$ cat config.mk
export PLATFORM = sky130hd
export DESIGN_NAME = cy8_serial_adder
export DESIGN_NICKNAME = d
export VERILOG_FILES = /design/src/rtl/cy8_serial_adder.sv
export SDC_FILE = /design/constraint.sdc
export NUM_CORES = 1
export LEC_CHECK = 0
export ABC_AREA = 1
export CORE_MARGIN = 4
export CORE_UTILIZATION = 46
export DETAILED_ROUTE_END_ITERATION = 12
export PLACE_DENSITY_LB_ADDON = 0.3
export SLEW_MARGIN = 20
export SYNTH_ARGS = -nofsm -noshare
export SYNTH_HDL_FRONTEND = slang
export SYNTH_SLANG_ARGS = --single-unit
$ cat constraint.sdc
create_clock -name CLK -period 2.36 [get_ports CLK]
set_input_delay 0.236 -clock CLK [delete_from_list [all_inputs] [get_ports CLK]]
set_output_delay 0.236 -clock CLK [all_outputs]
set_load 0.1 [all_outputs]
$ cat src/rtl/cy8_serial_adder.sv
// Word-serial multi-word adder/subtractor: one 8-bit carry-chain slice per accepted
// operand word, LS word first, with a ready/valid result stream and final flags.
module cy8_serial_adder #(
    parameter int NUM_WORDS = 4
) (
    input  logic       CLK,
    input  logic       RST,
    input  logic       START,
    input  logic       SUB,
    input  logic [7:0] A_IN,
    input  logic [7:0] B_IN,
    input  logic       IN_VALID,
    output logic       IN_READY,
    output logic [7:0] SUM_OUT,
    output logic       OUT_VALID,
    input  logic       OUT_READY,
    output logic       OUT_LAST,
    output logic       CO_OUT,
    output logic       OV_OUT,
    output logic       BUSY
);

    localparam int DATA_W = 8;
    localparam int CNT_W  = (NUM_WORDS > 1) ? $clog2(NUM_WORDS) : 1;

    typedef enum logic [1:0] {
        S_IDLE,
        S_RUN,
        S_DRAIN
    } state_t;

    state_t              r_state;
    logic                r_sub;
    logic                r_c;
    logic [CNT_W-1:0]    r_cnt;
    logic [DATA_W-1:0]   r_sum;
    logic                r_out_valid;
    logic                r_out_last;
    logic                r_co;
    logic                r_ov;

    logic [DATA_W-1:0]   w_bp;
    logic [DATA_W+1:0]   w_chain;
    logic                w_accept;
    logic                w_xfer;
    logic                w_last_word;

    // Returns {c[8], c[7], sum[7:0]}; generate comes from A since S=0 means A==Bp.
    function automatic logic [DATA_W+1:0] carry_chain(
        input logic [DATA_W-1:0] a,
        input logic [DATA_W-1:0] bp,
        input logic              cin
    );
        logic [DATA_W:0]   c;
        logic [DATA_W-1:0] s;
        s    = a ^ bp;
        c    = '0;
        c[0] = cin;
        for (int i = 0; i < DATA_W; i++) begin
            c[i+1] = s[i] ? c[i] : a[i];
        end
        return {c[DATA_W], c[DATA_W-1], s ^ c[DATA_W-1:0]};
    endfunction

    assign w_bp        = B_IN ^ {DATA_W{r_sub}};
    assign w_chain     = carry_chain(A_IN, w_bp, r_c);
    assign IN_READY    = (r_state == S_RUN) && (!r_out_valid || OUT_READY);
    assign w_accept    = IN_READY && IN_VALID;
    assign w_xfer      = r_out_valid && OUT_READY;
    assign w_last_word = (r_cnt == CNT_W'(NUM_WORDS - 1));

    always_ff @(posedge CLK) begin
        if (RST) begin
            r_state     <= S_IDLE;
            r_sub       <= 1'b0;
            r_c         <= 1'b0;
            r_cnt       <= '0;
            r_sum       <= '0;
            r_out_valid <= 1'b0;
            r_out_last  <= 1'b0;
            r_co        <= 1'b0;
            r_ov        <= 1'b0;
        end else begin
            if (w_xfer) begin
                r_out_valid <= 1'b0;
                if (r_out_last) begin
                    r_out_last <= 1'b0;
                    r_co       <= 1'b0;
                    r_ov       <= 1'b0;
                end
            end

            // A new word landing on the transfer cycle keeps the output stream full.
            if (w_accept) begin
                r_sum       <= w_chain[DATA_W-1:0];
                r_c         <= w_chain[DATA_W+1];
                r_out_valid <= 1'b1;
                r_cnt       <= r_cnt + CNT_W'(1);
                if (w_last_word) begin
                    r_out_last <= 1'b1;
                    r_co       <= w_chain[DATA_W+1];
                    r_ov       <= w_chain[DATA_W+1] ^ w_chain[DATA_W];
                    r_state    <= S_DRAIN;
                end
            end

            case (r_state)
                S_IDLE: begin
                    if (START) begin
                        r_sub   <= SUB;
                        r_c     <= SUB;
                        r_cnt   <= '0;
                        r_state <= S_RUN;
                    end
                end
                S_DRAIN: begin
                    if (w_xfer && r_out_last) begin
                        r_state <= S_IDLE;
                    end
                end
                default: ;
            endcase
        end
    end

    assign SUM_OUT   = r_sum;
    assign OUT_VALID = r_out_valid;
    assign OUT_LAST  = r_out_last;
    assign CO_OUT    = r_co;
    assign OV_OUT    = r_ov;
    assign BUSY      = (r_state != S_IDLE);

endmodule

* Word level (Yosys, flattened, before mapping)
Cells that the tools add are included.
Storage, ports and cells: bits in latches 0, memory bits (writable) 0, register bits after elaboration 18, memories kept 0, word-level logic and storage cells 59, input bits 22, ROM bits 0
Operators by class: div/mod/pow operators 0, add/subtract/negate cells 1, bitwise operators 4, shift-type cells 0, equality and inequality tests 3, magnitude comparators 0, reductions and logical operators 10, mux-type cells 32, $mul 0
Operators with widths (number):
- two-way mux 1 bit | 24
- bitwise XOR 8 bit | 3
- two-way mux 2 bit | 7
- == test 2 bit (second input constant) | 2
- logical AND 1 bit | 4
- case mux 2 bit (2 select lines) | 1
- nonzero test 2 bit | 2
- adder 2 x 1 -> 2 bit (second input constant) | 1
- == test 2 x 1 -> 1 bit (second input constant) | 1
- zero test 2 bit | 1
- AND reduction 2 bit | 1
- zero test 1 bit | 1
- logical OR 1 bit | 1
- bitwise XOR 1 bit | 1

* Longest topological paths before layout
depth after elaboration 13, depth in mapped cells 22, gate-level depth less buffers 21

* Least setup slack after synthesis
No wires, ideal clock.
kind register to register, start reg r_out_valid, in the netlist OUT_VALID, end reg r_sum[5], in the netlist SUM_OUT[5], data required time 2.303 ns, library setup time 0.057 ns, clock period less this slack 4.393 ns, path slack -2.033 ns, stages on the path, launching flop included 10, buffers on the path 1, arrival 4.336 ns, cells stage by stage dfxtp_1 inv_1 nor2_1 nor3_1 nand2_1 inv_1 buf_6 o21ai_0 o21bai_1 inv_1
On the way: cells in the longest elaborated chain, start to end 4
RTL lines:
- from (decl) | line 37 | logic r_out_valid;
- from (signal assigned) | line 79 | r_out_valid <= 1'b0;
- from (signal assigned) | line 85 | r_out_valid <= 1'b0;
- from (signal assigned) | line 97 | r_out_valid <= 1'b1;
- zero test 1 bit | line 67 | assign IN_READY = (r_state == S_RUN) && (!r_out_valid || OUT_READY);
- logical OR 1 bit | line 67
- logical AND 1 bit | line 67
- via IN_READY | line 13 | output logic IN_READY,
- logical AND 1 bit | line 68 | assign w_accept = IN_READY && IN_VALID;
- to (signal assigned) | line 95 | r_sum <= w_chain[DATA_W-1:0];
- to (decl) | line 36 | logic [DATA_W-1:0] r_sum;
The timed path passes the listed nets, and every way through them passes these cells. A chain may end at the register's enable or synchronous reset.

* Worst setup path in the final report
start reg r_sub, end reg r_c
On the way: cells in the longest elaborated chain, start to end 13
RTL lines:
- from (decl) | line 33 | logic r_sub;
- from (signal assigned) | line 75 | r_sub <= 1'b0;
- from (signal assigned) | line 110 | r_sub <= SUB;
- bitwise XOR 8 bit (*) | line 65 | assign w_bp = B_IN ^ {DATA_W{r_sub}};
- bitwise XOR 8 bit (*) | line 56 | s = a ^ bp;
- two-way mux 1 bit (7 in a row) | line 60 | c[i+1] = s[i] ? c[i] : a[i];
- two-way mux 1 bit (*) | line 60
- two-way mux 1 bit (*) | line 94 | if (w_accept) begin
- two-way mux 1 bit | line 109 | if (START) begin
- two-way mux 1 bit (*) | line 107 | case (r_state)
- to (signal assigned) | line 96 | r_c <= w_chain[DATA_W+1];
- to (decl) | line 34 | logic r_c;
Every way passes the cells marked *; elsewhere a longest branch is shown, timed or not.

==> reports/results.ini <==
[global_route]
overflow = 0
grt_pass1_vias = 1047
grt_util_all_layers = 0.157
antenna_found_initial = 0
grt_max_degree = 12
grt_first_pass_wirelength_um = 4200

[floorplanning]
io_pins = 36
fp.dieH_um = 58.5
start_util = 0.478
die_area_um2 = 3420
rows = 18
die-width_um = 58.5
core_um2 = 2450

[routing]
wl_um = 2500
drc = 0
wl_per_cell_um = 10.7
ant_nets = 0
viasPerCell = 4.75
firstDrtPassIters = 4
initialDrtViolationCount = 22
via_count = 1111

[cells_and_area]
fin_util = 0.647
final.fill_count = 234
drive_above_1_share = 0.225
num_antenna_cells = 0
instances_no_fill = 234
final_net_count = 228
layout_common_cells = nand2_1 (34), inv_1 (31), clkdlybuf4s50_1 (21)
area_growth_pct = 35.4
final_common_cell = nand2_1

[place]
post-place-cells = 230
gp_congestion = 0.818
dp_hpwl_um = 2100
numPortBuffers = 35

[synth]
syn_nets = 188
synth_cell_types = 25
ys_seq_area_frac = 0.307
ys_warn_count = 0
syn_inst = 165
synth_seq_cells = 18
syn_area_per_cell_um2 = 7.11
synthesis.area_um2 = 1170

[timing]
setup_tns_ns = 0
finalCritPeriodShare = 0.899
setup_violations = 0
period_minus_slack_ns = 2.12
rsz0062_at_grt = false
timing_hold_violations_final = 0
skew_ns = 0.00284
max_freq_mhz = 471
worstMarginPinSlew_ns = 0.477
relSlewSlack = 0.681
finalMaxSlewViolations = 0

[worst_setup_path]
path_max_fanout = 7
arrival_ns = 2.32
startpoint = r_sub$_SDFFE_PP0P_
rr_worst_depth = 21
r2r-end = r_c$_SDFF_PP0_
rrSetupSlack_ns = 0.24
endpoint_kind = register
crit-reg2reg-launch = r_sub$_SDFFE_PP0P_
worst-setup-path-type = register to register
cp-start-kind = register
endpoint = r_c$_SDFF_PP0_
required_ns = 2.56

[pwr]
power.static_leakage_nw = 0.833
irDropWorstVdd_mv = 0.443
power_density_nw_per_um2 = 551

[clock_tree]
cts_inserted_buffers = 3
cts.sinks = 18
cts_resized = 0
clk_latency_ns = 0.29
path_clk_slew_ns = 0.10
root_buffer = clkbuf_4
cts_tree = done
cts_setup_buffers = 0
cts.hold.buffers_added = 0
htree_num_levels = 1
clk_path_buf_depth = 2

[outcome]
outcome = completed

[worst_hold_path]
hp-class = register to register

[run]
drv_cap = 0

[per-stage QoR]
step | worst slack, ns | power [mW] | hold WS [ns] | area [µm²]
2_1_floorplan | 0.0291 | 0.601 | 0.298 | 1190
6_report | 0.239 | 0.875 | 0.492 | 1590
3_3_place_gp | 0.176 | 0.686 | 0.466 | 1550
3_5_place_dp | 0.0962 | 0.694 | 0.477 | 1550
4_1_cts | 0.225 | 0.883 | 0.491 | 1590
5_1_grt | 0.0367 | 0.924 | 0.536 | 1590
[sequential cells by signal, indices dropped and copies added, names as in the netlist]
| signal | count |
|---|---|
| r_sub | 1 |
| SUM_OUT | 8 |
| r_c | 1 |
| r_state | 2 |
| OUT_VALID | 1 |
| r_cnt | 2 |
| CO_OUT | 1 |
| OUT_LAST | 1 |
| OV_OUT | 1 |
[critical path: stages (launching register included)]
cell	delay [ns]
dfxtp_1	0.63
inv_6	0.07
nand2_1	0.10
nand3_2	0.08
nand2_1	0.10
inv_1	0.05
nand3_2	0.08
nand2_2	0.06
nand2_2	0.06
nand2_2	0.06
nand2_2	0.06
nand2_2	0.06
nand2_2	0.06
nand2_2	0.06
nand2_2	0.06
nand2_2	0.06
nand2_2	0.07
nand3_1	0.09
nand2_1	0.09
nand2_1	0.05
nand2_1	0.05
nand2_1	0.04
[cell usage after synthesis]
cell type | number | area (µm²)
nand2_1 | 35 | 131
inv_1 | 31 | 116
dfxtp_1 | 18 | 360
nand2_2 | 13 | 81.3
xor2_1 | 11 | 96.3
nor2_1 | 9 | 33.8
o21ai_0 | 7 | 35.0
nand3_1 | 6 | 30.0
o21bai_1 | 6 | 45.0
a21oi_1 | 5 | 25.0
xnor2_1 | 5 | 43.8
nand3_2 | 3 | 30.0
buf_6 | 2 | 22.5
nand2_4 | 2 | 22.5
nor3_1 | 2 | 10.0
a21oi_2 | 1 | 8.76
clkbuf_1 | 1 | 3.75
ha_1 | 1 | 12.5
inv_6 | 1 | 8.76
mux2i_1 | 1 | 10.0
nand4_1 | 1 | 6.26
o211ai_1 | 1 | 7.51
o221ai_1 | 1 | 8.76
or2_2 | 1 | 6.26
xnor2_2 | 1 | 16.3
[logic make-up after synthesis]
kind of cell,after synthesis,synth area share
simple gates,72,0.300
compound gates,21,0.111
xor+xnor,17,0.133
mux,1,0.00854
buf+inv,35,0.129
flops,18,0.307
fa+ha+maj,1,0.0107
[metal layers]
metal / up-vias / track usage / wire length [µm]
met2: 28 / 0.290 / 1300
li1: 588 / - / -
met4: 0 / 0.0464 / 8
met5: - / 0 / 0
met3: 2 / 0.0439 / 149
met1: 493 / 0.173 / 1050
[final cells by class]
type | count | area, µm² | area share
multi-input combinational | 112 | 674 | 0.425
sequential | 18 | 364 | 0.229
timing repair buffer | 38 | 350 | 0.221
inverter | 32 | 125 | 0.0788
tap | 30 | 37.5 | 0.0236
clock buffer | 4 | 36.3 | 0.0229
[worst min path at each step]
stage	startpoint	end	slack (ns)	cells after the start
floorplan	RST	OV_OUT$_SDFF_PP0_	0.30	1
global placement	r_state[0]$_SDFF_PP0_	r_state[0]$_SDFF_PP0_	0.47	2
detailed placement	r_state[0]$_SDFF_PP0_	r_state[0]$_SDFF_PP0_	0.48	2
CTS	r_state[0]$_SDFF_PP0_	r_state[0]$_SDFF_PP0_	0.49	2
global route	OV_OUT$_SDFF_PP0_	OV_OUT$_SDFF_PP0_	0.54	2
finish	r_state[0]$_SDFF_PP0_	r_state[0]$_SDFF_PP0_	0.49	2
[where the power goes]
part           internal (mW)  switching (mW)
Clock                 0.0940          0.0949
Sequential             0.319          0.0120
Combinational          0.127           0.228
Total                  0.540           0.335
No activity file was read; power rests on OpenSTA's default activity.
